$ cat src/rtl/ld_st_issue_queue.sv
// Age-ordered load/store reservation station: circular buffer with CDB wakeup,
// oldest-eligible issue, branch-mask squash with tail rollback.
module ld_st_issue_queue #(
    parameter int DEPTH     = 8,
    parameter int CDB_NUM   = 2,
    parameter int PREG_W    = 6,
    parameter int BR_NUM    = 4,
    parameter int PAYLOAD_W = 64,
    parameter int LD_BYPASS = 0
) (
    input  logic                      clk,
    input  logic                      rst,
    input  logic                      disp_valid,
    output logic                      disp_ready,
    input  logic                      disp_is_store,
    input  logic [PREG_W-1:0]         disp_ps1,
    input  logic [PREG_W-1:0]         disp_ps2,
    input  logic                      disp_ps1_rdy,
    input  logic                      disp_ps2_rdy,
    input  logic [BR_NUM-1:0]         disp_br_mask,
    input  logic [PAYLOAD_W-1:0]      disp_payload,
    input  logic [CDB_NUM-1:0]        cdb_valid,
    input  logic [CDB_NUM*PREG_W-1:0] cdb_pd,
    input  logic                      br_valid,
    input  logic [$clog2(BR_NUM)-1:0] br_idx,
    input  logic                      br_mispredict,
    output logic                      iss_valid,
    input  logic                      iss_ready,
    output logic                      iss_is_store,
    output logic [PAYLOAD_W-1:0]      iss_payload,
    output logic [BR_NUM-1:0]         iss_br_mask,
    output logic [$clog2(DEPTH):0]    occupancy
);

    localparam int AW = $clog2(DEPTH);
    localparam int PW = AW + 1;

    logic [DEPTH-1:0]     r_valid;
    logic [DEPTH-1:0]     r_is_store;
    logic [DEPTH-1:0]     r_ps1_rdy;
    logic [DEPTH-1:0]     r_ps2_rdy;
    logic [PREG_W-1:0]    r_ps1     [DEPTH];
    logic [PREG_W-1:0]    r_ps2     [DEPTH];
    logic [BR_NUM-1:0]    r_br_mask [DEPTH];
    logic [PAYLOAD_W-1:0] r_payload [DEPTH];
    logic [PW-1:0]        r_head;
    logic [PW-1:0]        r_tail;
    logic                 r_hold;
    logic [AW-1:0]        r_hold_idx;

    logic                 w_squash;
    logic                 w_resolve;
    logic [BR_NUM-1:0]    w_clr_mask;
    logic [PW-1:0]        w_occ;
    logic                 w_full;
    logic                 w_disp_fire;
    logic                 w_iss_fire;
    logic                 w_disp_hit1;
    logic                 w_disp_hit2;
    logic [DEPTH-1:0]     w_wake1;
    logic [DEPTH-1:0]     w_wake2;
    logic [DEPTH-1:0]     w_kill;
    logic                 w_scan_found;
    logic [AW-1:0]        w_scan_idx;
    logic                 w_iss_found;
    logic [AW-1:0]        w_iss_idx;
    logic [DEPTH-1:0]     w_valid_next;
    logic [PW-1:0]        w_head_next;
    logic [PW-1:0]        w_tail_next;

    function automatic logic cdb_match(input logic [PREG_W-1:0]         tag,
                                       input logic [CDB_NUM-1:0]        vld,
                                       input logic [CDB_NUM*PREG_W-1:0] pd);
        logic hit;
        hit = 1'b0;
        for (int c = 0; c < CDB_NUM; c++) begin
            if (vld[c] && pd[c*PREG_W +: PREG_W] == tag) hit = 1'b1;
        end
        return hit;
    endfunction

    assign w_squash    = br_valid && br_mispredict;
    assign w_resolve   = br_valid && !br_mispredict;
    assign w_clr_mask  = w_resolve ? (BR_NUM'(1) << br_idx) : '0;
    assign w_occ       = r_tail - r_head;
    assign w_full      = (w_occ == PW'(DEPTH));
    assign disp_ready  = !w_full && !w_squash;
    assign occupancy   = w_occ;
    assign w_disp_fire = disp_valid && disp_ready;
    assign w_disp_hit1 = cdb_match(disp_ps1, cdb_valid, cdb_pd);
    assign w_disp_hit2 = cdb_match(disp_ps2, cdb_valid, cdb_pd);

    for (genvar gi = 0; gi < DEPTH; gi++) begin : g_entry
        assign w_wake1[gi] = cdb_match(r_ps1[gi], cdb_valid, cdb_pd);
        assign w_wake2[gi] = cdb_match(r_ps2[gi], cdb_valid, cdb_pd);
        assign w_kill[gi]  = w_squash && r_br_mask[gi][br_idx];
    end

    // Oldest-first scan; ordering constraints see every older valid entry,
    // including ones being killed this cycle.
    always_comb begin : p_scan
        logic          older_valid;
        logic          older_store;
        logic [AW-1:0] pos;
        older_valid  = 1'b0;
        older_store  = 1'b0;
        pos          = '0;
        w_scan_found = 1'b0;
        w_scan_idx   = '0;
        for (int k = 0; k < DEPTH; k++) begin
            pos = r_head[AW-1:0] + AW'(k);
            if (PW'(k) < w_occ && r_valid[pos]) begin
                if (!w_scan_found && r_ps1_rdy[pos] && r_ps2_rdy[pos] && !w_kill[pos] &&
                    (r_is_store[pos] ? !older_valid : (LD_BYPASS != 0 || !older_store))) begin
                    w_scan_found = 1'b1;
                    w_scan_idx   = pos;
                end
                older_valid = 1'b1;
                if (r_is_store[pos]) older_store = 1'b1;
            end
        end
    end

    // A stalled candidate stays selected so the consumer sees a stable offer.
    always_comb begin : p_select
        w_iss_found = w_scan_found;
        w_iss_idx   = w_scan_idx;
        if (r_hold && r_valid[r_hold_idx] && !w_kill[r_hold_idx]) begin
            w_iss_found = 1'b1;
            w_iss_idx   = r_hold_idx;
        end
    end

    assign iss_valid    = w_iss_found;
    assign iss_is_store = r_is_store[w_iss_idx];
    assign iss_payload  = r_payload[w_iss_idx];
    assign iss_br_mask  = r_br_mask[w_iss_idx] & ~w_clr_mask;
    assign w_iss_fire   = w_iss_found && iss_ready;

    always_comb begin : p_next
        logic [PW-1:0] tail_adv;
        logic [PW-1:0] span;
        logic          first_found;
        logic [PW-1:0] first_off;
        logic [PW-1:0] last_off;
        logic [AW-1:0] pos;
        w_valid_next = r_valid & ~w_kill;
        if (w_iss_fire)  w_valid_next[w_iss_idx] = 1'b0;
        if (w_disp_fire) w_valid_next[r_tail[AW-1:0]] = 1'b1;
        tail_adv    = r_tail + PW'(w_disp_fire);
        span        = tail_adv - r_head;
        first_found = 1'b0;
        first_off   = '0;
        last_off    = '0;
        pos         = '0;
        for (int k = 0; k < DEPTH; k++) begin
            pos = r_head[AW-1:0] + AW'(k);
            if (PW'(k) < span && w_valid_next[pos]) begin
                if (!first_found) begin
                    first_found = 1'b1;
                    first_off   = PW'(k);
                end
                last_off = PW'(k);
            end
        end
        if (first_found) begin
            w_head_next = r_head + first_off;
            w_tail_next = w_squash ? (r_head + last_off + PW'(1)) : tail_adv;
        end else if (w_squash) begin
            w_head_next = r_head;
            w_tail_next = r_head;
        end else begin
            w_head_next = tail_adv;
            w_tail_next = tail_adv;
        end
    end

    always_ff @(posedge clk) begin
        if (rst) begin
            r_valid    <= '0;
            r_head     <= '0;
            r_tail     <= '0;
            r_hold     <= 1'b0;
            r_hold_idx <= '0;
        end else begin
            r_valid    <= w_valid_next;
            r_head     <= w_head_next;
            r_tail     <= w_tail_next;
            r_hold     <= w_iss_found && !iss_ready;
            r_hold_idx <= w_iss_idx;
        end
    end

    always_ff @(posedge clk) begin
        for (int i = 0; i < DEPTH; i++) begin
            if (w_disp_fire && r_tail[AW-1:0] == AW'(i)) begin
                r_is_store[i] <= disp_is_store;
                r_ps1[i]      <= disp_ps1;
                r_ps2[i]      <= disp_ps2;
                r_ps1_rdy[i]  <= disp_ps1_rdy || w_disp_hit1;
                r_ps2_rdy[i]  <= disp_ps2_rdy || w_disp_hit2;
                r_br_mask[i]  <= disp_br_mask & ~w_clr_mask;
                r_payload[i]  <= disp_payload;
            end else begin
                if (w_wake1[i]) r_ps1_rdy[i] <= 1'b1;
                if (w_wake2[i]) r_ps2_rdy[i] <= 1'b1;
                r_br_mask[i] <= r_br_mask[i] & ~w_clr_mask;
            end
        end
    end

endmodule

$ cat config.mk
export PLATFORM = sky130hd
export DESIGN_NAME = ld_st_issue_queue
export DESIGN_NICKNAME = d
export VERILOG_FILES = /design/src/rtl/ld_st_issue_queue.sv
export SDC_FILE = /design/constraint.sdc
export NUM_CORES = 1
export LEC_CHECK = 0
export CAP_MARGIN = 5
export CORE_UTILIZATION = 45
export DETAILED_ROUTE_END_ITERATION = 10
export GPL_TIMING_DRIVEN = 0
export PLACE_DENSITY = 0.68
export SYNTH_ARGS = -nofsm -noshare
export SYNTH_HDL_FRONTEND = slang
export SYNTH_SLANG_ARGS = --single-unit
$ cat constraint.sdc
create_clock -name clk -period 7.1 [get_ports clk]
set_input_delay 1.065 -clock clk [delete_from_list [all_inputs] [get_ports clk]]
set_output_delay 1.065 -clock clk [all_outputs]
set_load 0.005 [all_outputs]
**Word-level counts from Yosys, hierarchy flattened**

Memories as Yosys holds them, arrays and structs flattened.
Index checks and enable logic that the tools add are counted.

- Register bits: 44
- Bits in latches: 0
- Memory bits (writable): 640
- Memory bits (read-only): 0
- Input bits: 105
- Logic and storage cells: 710
- Memories: 4

- $add $sub $neg: 13
- Multipliers: 0
- Div/mod/pow operators: 0
- $lt $le $gt $ge: 30
- Eq/ne operators: 44
- Shift operators: 1
- Multiplexer cells: 383
- Bitwise operators: 24
- Reductions and logical operators: 182

Memory list:

| name | depth | bits a word | rd ports | clocked after Yosys merged registers in | wr ports | RTL line | text |
|---|---|---|---|---|---|---|---|
| r_payload | 8 | 64 | 1 | 0 | 1 | 45 | `logic [PAYLOAD_W-1:0] r_payload [DEPTH];` |
| r_ps1 | 8 | 6 | 8 | 0 | 1 | 42 | `logic [PREG_W-1:0] r_ps1 [DEPTH];` |
| r_ps2 | 8 | 6 | 8 | 0 | 1 | 43 | `logic [PREG_W-1:0] r_ps2 [DEPTH];` |
| r_br_mask | 8 | 4 | 9 | 0 | 8 | 44 | `logic [BR_NUM-1:0] r_br_mask [DEPTH];` |

Operator list:

| cell | count |
|---|---|
| 64-bit 2-to-1 mux | 7 |
| 64-bit OR reduction | 7 |
| 1-bit 2-to-1 mux | 230 |
| 6-bit == test | 36 |
| 1-bit binary-select mux with 3-bit select | 51 |
| 4-bit 2-to-1 mux | 31 |
| 3-bit 2-to-1 mux | 38 |
| 1-bit logical AND | 108 |
| 6-bit 2-to-1 mux | 14 |
| 6-bit OR reduction | 14 |
| 3-bit by 4-bit less-than comparator with 1-bit output, second input constant | 11 |
| 4-bit bitwise AND | 10 |
| 1-bit zero test | 34 |
| 3-bit by 4-bit less-than comparator with 1-bit output, first input constant | 8 |
| 2-bit nonzero test | 16 |
| 8-bit bitwise AND | 2 |
| 1-bit binary-select mux with 2-bit select | 8 |
| 1-bit by 4-bit less-than comparator with 1-bit output, first input constant | 4 |
| 2-bit by 4-bit less-than comparator with 1-bit output, first input constant | 4 |
| 8-bit 2-to-1 mux | 2 |
| 8-bit NOT | 2 |
| 3-bit adder, second input constant | 4 |
| 3-bit == test, second input constant | 4 |
| 4-bit adder | 2 |
| other kinds (17) | 30 |

**Depth between registers and ports, before layout**

Gate-level depths: netlist of run 1.
An unclocked memory read counts as a cell.

- Depth after elaboration: 89
- Gate-level depth with buffers: 31
- Mapped depth without buffers: 26

**Worst setup path before layout of run 1**

OpenSTA, ideal clock, no wires.

- Path type: register to register
- From: register r_head[1]
- To: register r_head[3]
- Library setup time: 120 ps
- Arrival: 7725 ps
- Data required time: 6980 ps
- Path slack: -744 ps
- Stages on the path, launching flop included: 28
- Path buffers: 5
- Period minus slack after synthesis: 7844 ps
- Cell sequence: dfxtp_1 > buf_6 > buf_2 > inv_1 > clkbuf_1 > ha_1 > nand2b_1 > a21oi_1 > xnor2_1 > a21oi_1 > and2_1 > clkbuf_1 > nor2b_1 > nand3_1 > inv_1 > clkbuf_1 > o32ai_1 > o22ai_1 > mux2i_1 > o21ai_1 > o21ai_0 > and3b_1 > ha_1 > a21o_1 > a21oi_1 > nor3_1 > o32a_1 > a211o_1

- Elaborated cells between the ends (all ways): 299
- Those cells by class: add/sub (11); order compare (18); eq/ne (1); mux (186); bitwise (3); reduce/logical (80)

RTL lines:

| element | RTL line | text |
|---|---|---|
| from (decl) | 46 | `logic [PW-1:0] r_head;` |
| from (signal assigned) | 187 | `r_head <= w_head_next;` |
| 4-bit subtractor (*) | 85 | `assign w_occ = r_tail - r_head;` |
| named net occupancy[3] | 32 | `output logic [$clog2(DEPTH):0] occupancy` |
| 4-bit == test (*) | 86 | `assign w_full = (w_occ == PW'(DEPTH));` |
| 1-bit zero test (*) | 87 | `assign disp_ready = !w_full && !w_squash;` |
| 1-bit logical AND (*) | 87 |  |
| named net disp_ready | 14 | `output logic disp_ready,` |
| 1-bit logical AND (*) | 89 | `assign w_disp_fire = disp_valid && disp_ready;` |
| 4-bit by 1-bit adder with 4-bit output / 8-bit 2-to-1 mux (equally long branches) | 150, 149 |  |
| (+12 left out) | n/a |  |
| 4-bit 2-to-1 mux | 159 | `if (!first_found) begin` |
| 4-bit 2-to-1 mux | 158 | `if (PW'(k) < span && w_valid_next[pos]) begin` |
| 4-bit 2-to-1 mux | 159 |  |
| 4-bit 2-to-1 mux | 158 |  |
| 4-bit 2-to-1 mux | 159 |  |
| 4-bit 2-to-1 mux | 158 |  |
| 4-bit adder | 167 | `w_head_next = r_head + first_off;` |
| 4-bit 2-to-1 mux (*) | 166 | `if (first_found) begin` |

The timed path passes the listed nets; every way through them passes the cells marked *. The select of a mux whose other input is x is not followed.
A chain may end at the register's enable or synchronous reset.

**Worst setup path in the final report of run 1**

- From: register r_head[1]
- To: register r_head[3]

- Word-level cells in the longest chain between the ends: 85
- Elaborated cells between the ends (all ways): 299
- Those cells by class: add/sub (11); order compare (18); eq/ne (1); mux (186); bitwise (3); reduce/logical (80)

Ends and longest elaborated chain:

| element | RTL line |
|---|---|
| branches (longest 84 deep; another with 4-bit subtractor) | n/a |
| 4-bit 2-to-1 mux (*) | 166 |

Every way passes the cells marked *. The select of a mux whose other input is x is not followed.

==> results of run 1 <==
==> power by group through the flow <==
| stage | combinational [mW] | clock [mW] | sequential [mW] |
|---|---|---|---|
| floorplan | 5.48 | 0 | 5.07 |
| global placement | 9.84 | 0 | 5.15 |
| detailed placement | 9.91 | 0 | 5.11 |
| CTS | 11.0 | 3.88 | 5.03 |
| global route | 12.3 | 4.04 | 5.07 |
| finish | 11.5 | 3.84 | 5.04 |
==> cell families after synthesis <==
group           share of synthesized area [%]
compound gates                           6.74
xor+xnor                                 6.28
fa+ha+maj                               0.859
buf+inv                                  2.62
flops                                    61.4
mux                                      3.51
simple gates                             18.6
==> routing by layer <==
metal  global-route usage (%)  vias to the layer above  share of wire [%]
li1                         -                    11217                  -
met1                     35.2                    11996                 41
met2                     41.5                     1178                 47
met3                     4.77                      202                8.6
met4                     8.55                        8                3.0
met5                        0                        -              0.053
==> state kept, by name (all words and copies together) (netlist names) <==
| register | cells |
|---|---|
| r_br_mask | 32 |
| r_head | 4 |
| r_hold | 1 |
| r_hold_idx | 3 |
| r_is_store | 8 |
| r_payload | 512 |
| r_ps1 | 48 |
| r_ps1_rdy | 8 |
| r_ps2 | 48 |
| r_ps2_rdy | 8 |
| r_tail | 4 |
| r_valid | 8 |
==> metrics by stage <==
| step | total power, mW | hold WS (ns) | area, sq um | TNS, ns | utilization, % |
|---|---|---|---|---|---|
| finish | 20.3 | 0.471 | 39900 | 0 | 55.8 |
| global route | 21.4 | 0.495 | 39900 | -0.222 | 55.8 |
| CTS | 19.9 | 0.474 | 39400 | 0 | 55.0 |
| detailed placement | 15.0 | 0.466 | 35600 | -167.72 | 49.8 |
| global placement | 15.0 | 0.460 | 35400 | -852.70 | 49.4 |
| floorplan | 10.6 | 0.449 | 32600 | 0 | - |
==> cells in the final DEF, fill, tap and decap left out, types with 51 or more instances in the layout <==
cell | synthesis | routed
xor2_1 | 116 | 115
clkbuf_16 | 0 | 79
a21oi_1 | 68 | 58
o21ai_0 | 92 | 58
clkdlybuf4s50_1 | 0 | 91
xnor2_1 | 116 | 111
buf_4 | 3 | 63
clkbuf_1 | 142 | 51
nor2_1 | 67 | 62
nand2_1 | 749 | 748
edfxtp_1 | 632 | 632
nand3_1 | 375 | 373
==> what timing repair did <==
action | CTS | global route
setup buffers | 30 | 22
pin swaps | 29 | 31
gates resized for setup | 400 | 134
setup endpoints to repair | 81 | 77
==> area by class of cell <==
cell class / count / area [sq um] / area share, %
flip-flops and latches: 684 / 20000 / 50.2
multi-input cells: 2031 / 12500 / 31.3
repair buffers: 218 / 2200 / 5.50
clock buffers: 85 / 1870 / 4.69
plain buffers: 182 / 1430 / 3.59
well taps: 950 / 1190 / 2.98
clock inverters: 47 / 568 / 1.42
inverters: 26 / 124 / 0.310
diodes: 6 / 15.0 / 0.0376
==> worst min-delay path by stage <==
stage | startpoint | slack (ns) | cells past startpoint | endpoint
global route | r_br_mask[5][1]$_DFF_P_ | 0.49 | 2 | r_br_mask[5][1]$_DFF_P_
CTS | r_br_mask[2][1]$_DFF_P_ | 0.47 | 2 | r_br_mask[2][1]$_DFF_P_
floorplan | r_br_mask[0][0]$_DFF_P_ | 0.45 | 2 | r_br_mask[0][0]$_DFF_P_
finish | r_br_mask[1][2]$_DFF_P_ | 0.47 | 2 | r_br_mask[1][2]$_DFF_P_
global placement | r_br_mask[1][2]$_DFF_P_ | 0.46 | 2 | r_br_mask[1][2]$_DFF_P_
detailed placement | r_br_mask[2][1]$_DFF_P_ | 0.47 | 2 | r_br_mask[2][1]$_DFF_P_
==> worst max-delay path: cells and delay by family (launching register included) <==
family,cells,cell delay (ns)
adders and majority gates,2,0.56
DFF,1,0.40
buffers and inverters,8,1.09
and+or+nand+nor,7,1.99
muxes,2,0.67
AOI/OAI and AO/OA,10,2.24
==> results.ini, run 1 <==
[floorplanning]
die_height_um = 271
die_area_sq_um = 73500
core_sq_um = 71600
num_rows = 98
start_util_pct = 45.5
io-pin-count = 180
fp.dieW_um = 271

[logic_synthesis]
yosys-top-cells-area = edfxtp_1 (58%), nand2_1 (8.6%), nand3_1 (5.8%)
synth_edf_count = 632
yosysMostFrequentCell = nand2_1
ys_types = 90
yosys-top-cells-count = nand2_1 (749), edfxtp_1 (632), nand3_1 (375), clkbuf_1 (142)
post-synth-top-area-fraction_pct = 58.2
syn_area_per_cell_sq_um = 11.1
ys.flop_type = edfxtp_1
ys_seq_area_share_pct = 61.4
async_flop_share_pct = 0
syn_nets = 3052
yosysTopAreaCell = edfxtp_1
synth_seq_cells = 684
synthCells = 2927
yosys_warnings = 0
netlist_area_sq_um = 32600

[timing]
tightest_slew_ns = 1.25
fin_skew_ns = 0.0232
worst_slack_ns = 0.0410
setup_violations = 0
grt_setup_unrepaired = true
drv_slew = 0
fin_crit_sh_pct = 99.4
period_needed_ns = 7.06
max_slew_margin_pct = 16.3
hold_viol = 0
fmax_mhz = 142

[worst_setup_path]
cp.required_ns = 7.62
critical_path_class = reg -> reg
r2r_slack_ns = 0.04
slowest_delay_ns = 0.59
critical_path.startpoint_type = flop
reg2reg_from = r_head[1]$_SDFF_PP0_
cp_max_fo = 10
reg2regPathDepth = 29
reg2reg_to = r_head[3]$_SDFF_PP0_
cp-startpoint = r_head[1]$_SDFF_PP0_
slowest_stage = or4_4
critPathCapture = r_head[3]$_SDFF_PP0_
cp-end-kind = flop
crit_arrival_ns = 7.58

[power]
p_switching_mw = 8.71
leakage_nw = 14.4
seqPwrFrac_pct = 24.8
ir_drop_mv = 0.515
combinationalPowerShare_pct = 56.3
pwr-share-clk_pct = 18.9
p_per_area_nw_per_um2 = 510
internal_power_mw = 11.6
swShare_pct = 42.8

[drt]
vias = 24601
via_per_inst = 5.82
antenna_left = 0
drc_errors = 0
drt_pre_antenna_iters = 9
routed_wl_mm = 96.2
drtIter0Drc = 2594
wire_per_inst_um = 22.7

[cells_and_area]
nets = 3341
fillers = 5976
instances_no_fill = 4229
syn2layout_area_growth_pct = 22.5
drive_gt1_share_pct = 14.6

[grt]
grt_use_total_pct = 25.8
gr-total-overflow = 0
grt_pass1_wl_mm = 144
first_global_vias = 23326
grt_max_degree = 87
antenna_found_initial = 9

[hold_path]
min_path_type = reg -> reg

[clock_tree]
holdBufCountCts = 0
cts_buffers = 73
cts_root_buffer = clkbuf_16
clkLatencyLatePin_ns = 0.63
h-tree-depth = 3
cts.sinks = 684
cts_buffer_depth = 3
cts.clk_slew.worst_paths_ns = 0.06
cts_tree = built

[placement]
detailed_place_hpwl_mm = 61.3
placedCellCount = 4043
place_ws_ns = -2.61
gp_congestion = 0.928
portBuffers = 158

[outcome]
outcome = complete, no violations

[flow_run]
cap_violations = 0

Note: power is estimated with default switching activity, not from simulation.
==> run 2, diff against run 1 <==
Settings changed: CTS_CLUSTER_DIAMETER set to 100, PLACE_DENSITY 0.68 to 0.66.
Clock period 7.1 ns to 6.8 ns, I/O delays scaled along.
==> results.ini, run 2 (synthesis gave the netlist of run 1 again) <==
[outcome]
outcome = complete, but fails checks
violations = setup timing

[drt]
via_per_inst = 5.89
antenna_left = 0
drt_pre_antenna_iters = 6
drtIter0Drc = 2558
vias = 25195
routed_wl_mm = 102
drc_errors = 0
wire_per_inst_um = 23.7

[floorplanning]
die_height_um = 271
fp.dieW_um = 271
start_util_pct = 45.5
num_rows = 98
core_sq_um = 71600
io-pin-count = 180
die_area_sq_um = 73500

[grt]
antenna_found_initial = 13
grt_max_degree = 87
first_global_vias = 24887
grt_pass1_wl_mm = 152
gr-total-overflow = 0
grt_use_total_pct = 27.1

[worst_setup_path]
critical_path_class = reg -> out
crit_arrival_ns = 5.80
cp.required_ns = 5.78
critical_path.startpoint_type = flop
crit_path_frequent_cell = buf_12
cp-end-kind = output pin
slowest_delay_ns = 0.60
slowest_stage = mux4_2
cp_max_fo = 7

[flow_run]
cap_violations = 0

[cells_and_area]
final_common_cell = nand2_1
top_regs = r_payload: 512 flops, r_ps1: 48 flops, r_ps2: 48 flops
nets = 3402
largest_reg_flops = 512
syn2layout_area_growth_pct = 26.1
final_cell_area_sq_um = 41100
drive_gt1_share_pct = 18.8
final_cell_mix = nand2_1 (746), edfxtp_1 (632), nand3_1 (348)
regMostFlops = r_payload

[power]
leakage_nw = 14.6
p_per_area_nw_per_um2 = 555
ir_drop_mv = 0.762
power_mw = 22.8

[clock_tree]
clkLatencyLatePin_ns = 0.63
cts_root_buffer = clkbuf_16
cts_buffer_depth = 3
cts.clk_slew.worst_paths_ns = 0.06
cts.sinks = 684
cts_buffers = 72
h-tree-depth = 3
cts_tree = built

[timing]
worst_slack_ns = -0.0212
hold_viol = 0
fmax_mhz = 147
fin_skew_ns = 0.0319
max_slew_margin_pct = 25.3
setup_violations = 1
grt_setup_unrepaired = true
fin_crit_sh_pct = 100
tightest_slew_ns = 1.11
drv_slew = 0
fin_hold_ws_ns = 0.476
period_needed_ns = 6.82

[hold_path]
min_path_type = reg -> reg

[placement]
place_area_sq_um = 35600
place_ws_ns = -2.60
portBuffers = 158
gp_congestion = 0.934
detailed_place_hpwl_mm = 63.9

## run 2: changes by cell type in the layout (fill, tap and decap cells not counted), sizes merged
cell           previous run  this run
clkinv                   38        28
diode                     6         2
buf                     112       184
clkdlybuf4s50            91        87
bufinv                    8         5
dlygate4sd2              37        28
clkbuf                  217       229
clkinvlp                  2         1
clkdlybuf4s15             0        21
bufbuf                    0         1
dlymetal6s2s             28         3
inv                      25        27
## run 2: path summary, 6_finish.rpt
path / start / endpoint / slack [ns] / depth (start not counted)
worst max-delay path: r_head[1]$_SDFF_PP0_ / iss_payload[5] / -0.02 / 25
worst min-delay path: r_br_mask[5][1]$_DFF_P_ / r_br_mask[5][1]$_DFF_P_ / 0.48 / 2
worst min register to register: r_br_mask[5][1]$_DFF_P_ / r_br_mask[5][1]$_DFF_P_ / 0.48 / 2
worst max register to register: r_head[1]$_SDFF_PP0_ / r_tail[1]$_SDFF_PP0_ / 0.01 / 30
## run 2: timing repair
action                                  CTS  global route
gates cloned                              2             1
setup buffers                            78            40
gates resized for setup                 621           179
pin swaps                                46            68
hold buffers                              0             0
endpoints found under the setup margin   81            77
## run 2: through the flow
step	TNS, ns	std cells	util [%]
5_1_grt	-3.73	4280	57.4
4_1_cts	-1.51	4245	56.2
3_5_place_dp	-169.81	4042	49.8
3_3_place_gp	-815.59	4035	49.5
2_1_floorplan	0	2927	-
6_report	-0.0212	4281	57.4
## run 2: power by group
| group | leakage (nW) | switching (mW) | internal [mW] |
|---|---|---|---|
| Clock | 1.11 | 1.66 | 2.18 |
| Sequential | 6.12 | 0.196 | 5.07 |
| Combinational | 7.40 | 7.98 | 5.72 |
| Total | 14.6 | 9.84 | 13.0 |
## run 2: cell type report
class                   instances  area, sq um
clock buffers                  91         1890
multi-input cells            2031        13200
diodes                          2         5.00
well taps                     950         1190
flip-flops and latches        684        20000
clock inverters                35          383
inverters                      26          141
plain buffers                 175         1560
fillers                      5799        30500
repair buffers                287         2730
## run 2: per-layer routing
layer	up-vias	GRT usage, %	share of wire (%)
met3	250	5.54	8.5
met5	-	0	0.12
met4	20	9.73	3.2
met1	12469	36.1	41
li1	11328	-	-
met2	1128	44.1	48
## run 2: worst max-delay path: cells and delay by family, from the launching register on
family | cells | cell delay, ns
simple gates | 8 | 2.09
flops | 1 | 0.38
compound gates | 3 | 0.40
buf+inv | 11 | 1.28
mux | 2 | 0.70
fa+ha+maj | 1 | 0.32
